==> src/rtl/mips_pkg.sv <==
// rtl/mips_pkg.sv - shared encodings and constants for the fetch stage
package mips_pkg;

  typedef enum logic [1:0] {
    BAJ_SEQ = 2'b00,
    BAJ_BR  = 2'b01,
    BAJ_J   = 2'b10,
    BAJ_JR  = 2'b11
  } baj_e;

  localparam logic [31:0] NOP_INSTR        = 32'h0000_0000;
  localparam logic [31:0] DEFAULT_RESET_PC = 32'h0000_0000;
  localparam logic [31:0] COUNT_MAX        = 32'hFFFF_FFFF;

endpackage

==> src/rtl/fetch_redirect_unit_if.sv <==
// rtl/fetch_redirect_unit_if.sv - ID-side control inputs, imem port and fetch-stage outputs
interface fetch_redirect_unit_if;

  logic        Stall;
  logic [1:0]  BranchAndJump;
  logic [31:0] BranchImm;
  logic [25:0] JumpIndex;
  logic [31:0] RegA;
  logic [31:0] InstrIn;
  logic [31:0] PC;
  logic [31:0] IfIdInstr;
  logic [31:0] IfIdPCPlus4;
  logic        IfIdValid;
  logic [31:0] RedirectCount;
  logic        Misaligned;

  // Driver side: hazard unit, ID stage and instruction memory
  modport master (
    output Stall, BranchAndJump, BranchImm, JumpIndex, RegA, InstrIn,
    input  PC, IfIdInstr, IfIdPCPlus4, IfIdValid, RedirectCount, Misaligned
  );

  // Fetch unit side
  modport slave (
    input  Stall, BranchAndJump, BranchImm, JumpIndex, RegA, InstrIn,
    output PC, IfIdInstr, IfIdPCPlus4, IfIdValid, RedirectCount, Misaligned
  );

endinterface

==> src/rtl/pc_target_calc.sv <==
// rtl/pc_target_calc.sv - redirect target address and jr alignment check
module pc_target_calc
  import mips_pkg::*;
(
  input  logic [1:0]  BranchAndJump,
  input  logic [31:0] IfIdPCPlus4,
  input  logic [31:0] BranchImm,
  input  logic [25:0] JumpIndex,
  input  logic [31:0] RegA,
  output logic [31:0] target,
  output logic        misaligned
);

  // Select the target for the ID decision; low jr bits are dropped but flagged
  always_comb begin
    target     = IfIdPCPlus4;
    misaligned = 1'b0;
    case (baj_e'(BranchAndJump))
      BAJ_SEQ: target = IfIdPCPlus4;
      BAJ_BR:  target = IfIdPCPlus4 + (BranchImm << 2);
      BAJ_J:   target = {IfIdPCPlus4[31:28], JumpIndex, 2'b00};
      BAJ_JR: begin
        target     = {RegA[31:2], 2'b00};
        misaligned = (RegA[1:0] != 2'b00);
      end
    endcase
  end

endmodule

==> src/rtl/fetch_redirect_unit.sv <==
// rtl/fetch_redirect_unit.sv - PC and IF/ID register with squashing redirects
module fetch_redirect_unit
  import mips_pkg::*;
#(
  parameter logic [31:0] RESET_PC = DEFAULT_RESET_PC
) (
  input  logic                  Clk,
  input  logic                  Reset,
  fetch_redirect_unit_if.slave  bus
);

  logic [31:0] pc_q, pc_d;
  logic [31:0] instr_q, instr_d;
  logic [31:0] pcp4_q, pcp4_d;
  logic        valid_q, valid_d;
  logic [31:0] redirect_count_q, redirect_count_d;
  logic        misaligned_q, misaligned_d;

  logic [31:0] target;
  logic        jr_misaligned;
  logic        redirect;
  logic [31:0] pc_plus4;

  pc_target_calc u_target (
    .BranchAndJump (bus.BranchAndJump),
    .IfIdPCPlus4   (pcp4_q),
    .BranchImm     (bus.BranchImm),
    .JumpIndex     (bus.JumpIndex),
    .RegA          (bus.RegA),
    .target        (target),
    .misaligned    (jr_misaligned)
  );

  // A decision seen while ID holds a bubble is stale and must be ignored
  assign redirect = valid_q && (bus.BranchAndJump != BAJ_SEQ);
  assign pc_plus4 = pc_q + 32'd4;

  // Next state: stall freezes everything, redirect squashes, else fetch sequentially
  always_comb begin
    pc_d             = pc_q;
    instr_d          = instr_q;
    pcp4_d           = pcp4_q;
    valid_d          = valid_q;
    redirect_count_d = redirect_count_q;
    misaligned_d     = misaligned_q;
    if (!bus.Stall) begin
      if (redirect) begin
        pc_d             = target;
        instr_d          = NOP_INSTR;
        pcp4_d           = 32'd0;
        valid_d          = 1'b0;
        redirect_count_d = (redirect_count_q == COUNT_MAX) ? redirect_count_q
                                                           : redirect_count_q + 32'd1;
        misaligned_d     = misaligned_q | jr_misaligned;
      end else begin
        pc_d    = pc_plus4;
        instr_d = bus.InstrIn;
        pcp4_d  = pc_plus4;
        valid_d = 1'b1;
      end
    end
  end

  // State registers with asynchronous reset
  always_ff @(posedge Clk or posedge Reset) begin
    if (Reset) begin
      pc_q             <= RESET_PC;
      instr_q          <= NOP_INSTR;
      pcp4_q           <= 32'd0;
      valid_q          <= 1'b0;
      redirect_count_q <= 32'd0;
      misaligned_q     <= 1'b0;
    end else begin
      pc_q             <= pc_d;
      instr_q          <= instr_d;
      pcp4_q           <= pcp4_d;
      valid_q          <= valid_d;
      redirect_count_q <= redirect_count_d;
      misaligned_q     <= misaligned_d;
    end
  end

  assign bus.PC            = pc_q;
  assign bus.IfIdInstr     = instr_q;
  assign bus.IfIdPCPlus4   = pcp4_q;
  assign bus.IfIdValid     = valid_q;
  assign bus.RedirectCount = redirect_count_q;
  assign bus.Misaligned    = misaligned_q;

endmodule

==> src/flat_wrapper.sv <==
// flat-port wrapper written by rule: the top's interface ports become plain ports
module fetch_redirect_unit_flat import mips_pkg::*;
#(
  parameter logic [31:0] RESET_PC = DEFAULT_RESET_PC
)
  (Clk, Reset, bus_Stall, bus_BranchAndJump, bus_BranchImm, bus_JumpIndex, bus_RegA, bus_InstrIn, bus_PC, bus_IfIdInstr, bus_IfIdPCPlus4, bus_IfIdValid, bus_RedirectCount, bus_Misaligned);
  fetch_redirect_unit_if bus_i ();
  input  logic Clk;
  input  logic Reset;
  input wire logic [$bits(bus_i.Stall)-1:0] bus_Stall;
  input wire logic [$bits(bus_i.BranchAndJump)-1:0] bus_BranchAndJump;
  input wire logic [$bits(bus_i.BranchImm)-1:0] bus_BranchImm;
  input wire logic [$bits(bus_i.JumpIndex)-1:0] bus_JumpIndex;
  input wire logic [$bits(bus_i.RegA)-1:0] bus_RegA;
  input wire logic [$bits(bus_i.InstrIn)-1:0] bus_InstrIn;
  output wire logic [$bits(bus_i.PC)-1:0] bus_PC;
  output wire logic [$bits(bus_i.IfIdInstr)-1:0] bus_IfIdInstr;
  output wire logic [$bits(bus_i.IfIdPCPlus4)-1:0] bus_IfIdPCPlus4;
  output wire logic [$bits(bus_i.IfIdValid)-1:0] bus_IfIdValid;
  output wire logic [$bits(bus_i.RedirectCount)-1:0] bus_RedirectCount;
  output wire logic [$bits(bus_i.Misaligned)-1:0] bus_Misaligned;
  assign bus_i.Stall = bus_Stall;
  assign bus_i.BranchAndJump = bus_BranchAndJump;
  assign bus_i.BranchImm = bus_BranchImm;
  assign bus_i.JumpIndex = bus_JumpIndex;
  assign bus_i.RegA = bus_RegA;
  assign bus_i.InstrIn = bus_InstrIn;
  assign bus_PC = bus_i.PC;
  assign bus_IfIdInstr = bus_i.IfIdInstr;
  assign bus_IfIdPCPlus4 = bus_i.IfIdPCPlus4;
  assign bus_IfIdValid = bus_i.IfIdValid;
  assign bus_RedirectCount = bus_i.RedirectCount;
  assign bus_Misaligned = bus_i.Misaligned;
  fetch_redirect_unit #(.RESET_PC(RESET_PC)) u_core (.Clk(Clk), .Reset(Reset), .bus(bus_i));
endmodule
==> config.mk <==
export PLATFORM = sky130hd
export DESIGN_NAME = fetch_redirect_unit_flat
export DESIGN_NICKNAME = d
export VERILOG_FILES = /design/src/rtl/mips_pkg.sv /design/src/rtl/fetch_redirect_unit_if.sv /design/src/rtl/pc_target_calc.sv /design/src/rtl/fetch_redirect_unit.sv /design/src/flat_wrapper.sv
export SDC_FILE = /design/constraint.sdc
export NUM_CORES = 1
export LEC_CHECK = 0
export ABC_AREA = 1
export BUFFER_PORTS_ARGS = -buffer_cell sky130_fd_sc_hd__buf_2
export CAP_MARGIN = 20
export CORE_MARGIN = 8
export CORE_UTILIZATION = 25
export CTS_CLUSTER_SIZE = 24
export DETAILED_ROUTE_END_ITERATION = 6
export SYNTH_ARGS = -nofsm -noshare
export SYNTH_HDL_FRONTEND = slang
export SYNTH_SLANG_ARGS = --single-unit
==> constraint.sdc <==
create_clock -name Clk -period 9.4 [get_ports Clk]
set_input_delay 2.82 -clock Clk [delete_from_list [all_inputs] [get_ports Clk]]
set_output_delay 2.82 -clock Clk [all_outputs]
set_load 0.005 [all_outputs]
==> results.json <==
{
  "fmax_ghz": 0.2037,
  "antenna_cells": 0,
  "vias_per_cell": 4.724,
  "cp.required_ns": 9.75,
  "ys_warn_count": 0,
  "grt_pass1_wl_microns": 52980,
  "cts_setup_buffers": 0,
  "dieWidth_microns": 204.8,
  "async_flop_share_pct": 100.0,
  "synth_largest_area_cell": "dfrtp_1",
  "fin_crit_ns": 4.909,
  "peakVddDrop_uv": 111.5,
  "syn_inst": 1283,
  "syn_area_sq_mm": 0.008907,
  "holdBufCountCts": 0,
  "synth_cell_type_count": 47,
  "wire_per_inst_microns": 17.00,
  "avgSynthCellArea_sq_um": 6.943,
  "routabilityCongestion": 0.8915,
  "cp_max_fo": 28,
  "period_share_pct": 52.22,
  "rsz0062_at_grt": "false",
  "min_path_cells": 1,
  "hpwl_microns": 27310,
  "grt_use_total_pct": 16.15,
  "drt_wl_total_microns": 34070,
  "finClkSkew_ns": 0.01146,
  "grt-ovfl-total": 0,
  "clockRootBuffer": "clkbuf_16",
  "drv_cap": 0,
  "worstHoldEndpoint": "u_core.bus.Misaligned",
  "dieArea_sq_mm": 0.04192,
  "r2r_cells": 9,
  "floorplan.initialDensity_pct": 25.23,
  "r2r_start": "u_core.bus.IfIdValid",
  "hp-start": "u_core.bus.Misaligned",
  "hold_viol": 0,
  "slew_viol_final": 0,
  "fp.coreArea_sq_mm": 0.03531,
  "crit_arrival_ns": 5.25,
  "setup_viol": 0,
  "grt_pass1_vias": 9605,
  "antenna_found_initial": 0,
  "path_clk_slew_ns": 0.06,
  "critical_path_class": "in -> reg",
  "num-nets-final": 1690,
  "cts.sink_count": 130,
  "relSlewSlack_pct": 38.81,
  "num_rows": 69,
  "p_per_area_mw_per_mm2": 187.7,
  "areaGrowthSynthToFinish_pct": 26.93,
  "final_layout_size_suffix_gt1_share_pct": 21.78,
  "synth-seq-area-share_pct": 36.52,
  "leakage_nw": 6.074,
  "start_kind": "primary input",
  "io_buffers": 254,
  "syn_nets": 1442,
  "ioPinCount": 257,
  "clk_latency_ns": 0.42,
  "fin_util_pct": 32.02,
  "drtIter0Drc": 471,
  "die_y_microns": 204.8,
  "cts_tree": "built",
  "ff2ff_setup_slack_ns": 6.67,
  "synth_seq_cells": 130,
  "synth_edf_count": 0,
  "dr_total_vias": 9467,
  "tns_ns": 0,
  "post_cts_resized": 0,
  "clk_path_buf_depth": 2,
  "yosys-top-cells-area": "dfrtp_1 37%, nand2_1 19%, inv_1 6.4%, nand3_1 5.7%, nor2_1 4.7%",
  "ant_nets": 0,
  "cts_buffers": 17,
  "h-tree-depth": 4,
  "r2r-end": "u_core.bus.RedirectCount[17]",
  "ys.flop_type": "dfrtp_1",
  "cp-end-kind": "register",
  "drc_errors": 0,
  "grt_max_degree": 69,
  "total_power_w": 0.002123,
  "final_common_cell": "nand2_1",
  "netlist.area_leader.share_pct": 36.52,
  "worst_pin_slew_ns": 0.9168,
  "status": "finished clean",
  "final_cell_mix": "443 x nand2_1, 254 x buf_2, 150 x inv_1",
  "drtPass1Iterations": 5,
  "holdCritPathClass": "reg -> reg"
}
==> through the flow <==
stage | hold WS (ns) | setup WS, ns | std cells | area [sq um]
detailed placement | 0.4621 | 3.989 | 1972 | 10670
CTS | 0.4789 | 4.442 | 2003 | 11280
floorplan | 0.4678 | 3.111 | 1283 | 8907
finish | 0.4681 | 4.491 | 2004 | 11310
global placement | 0.4603 | 4.026 | 1972 | 10670
global route | 0.5196 | 4.223 | 2004 | 11310
==> power breakdown <==
| part | internal [W] | switching [W] |
|---|---|---|
| Sequential | 0.000647 | 0.000120 |
| Combinational | 0.000250 | 0.000410 |
| Clock | 0.000420 | 0.000275 |
| Total | 0.00132 | 0.000805 |
==> critical path, cell delays in order <==
cell	delay, ns
buf_2	0.11
inv_2	0.05
a21oi_4	0.36
inv_2	0.24
nor2_8	0.45
nand2_2	0.31
inv_2	0.43
nand2_1	0.15
nor2_1	0.14
xor2_1	0.16
==> flip-flops by register name (all words and copies together) (netlist names) <==
| name | flops |
|---|---|
| u_core.bus.Misaligned | 1 |
| u_core.bus.IfIdPCPlus4 | 32 |
| u_core.bus.IfIdValid | 1 |
| u_core.bus.RedirectCount | 32 |
| u_core.bus.PC | 32 |
| u_core.bus.IfIdInstr | 32 |
==> cells in the mapped netlist, types with 8 or more instances <==
library cell / instances
o21ai_0: 31
nand4_1: 15
inv_1: 151
ha_1: 31
xnor2_1: 8
nand3_1: 101
a21oi_1: 42
o211ai_1: 12
a22o_1: 40
nor3_1: 30
xor2_1: 24
inv_2: 11
clkbuf_1: 20
nor2_1: 111
dfrtp_1: 130
nand2_1: 443
==> routing by layer <==
layer | up-vias | part of all wire, % | track usage, % | wire length, microns
met5 | - | 0 | 0 | 0
met4 | 0 | 2.0 | 4.860 | 669
met3 | 33 | 6.9 | 3.763 | 2346
met2 | 358 | 47 | 27.02 | 16070
met1 | 4413 | 44 | 20.38 | 14980
li1 | 4663 | - | - | -
==> cells by family after synthesis <==
logic type | Yosys count | share of synthesized area (%)
DFF | 130 | 36.52
and+or+nand+nor | 744 | 35.97
AOI/OAI and AO/OA | 152 | 11.43
xor gates and xnor gates | 32 | 3.147
adders and majority gates | 32 | 4.579
buffers and inverters | 193 | 8.344
==> worst max-delay path by stage <==
stage,startpoint,to,slack [ns],depth (start not counted)
4_1_cts,bus_Stall,u_core.bus.RedirectCount[17],4.44,8
2_1_floorplan,Reset,u_core.bus.IfIdInstr[0],3.11,1
5_1_grt,bus_BranchAndJump[0],u_core.bus.RedirectCount[27],4.22,10
3_3_place_gp,bus_Stall,u_core.bus.RedirectCount[27],4.03,8
3_5_place_dp,bus_Stall,u_core.bus.RedirectCount[17],3.99,8
6_report,bus_BranchAndJump[0],u_core.bus.RedirectCount[17],4.49,10
==> layout make-up <==
type	count	area, sq um
clock inverter	14	180.2
tap	461	576.8
multi-input combinational	960	4921
sequential	130	3253
fill	3867	24000
inverter	162	613.1
timing repair buffer	260	1336
clock buffer	17	425.4
No activity file was read; power rests on OpenSTA's default activity.
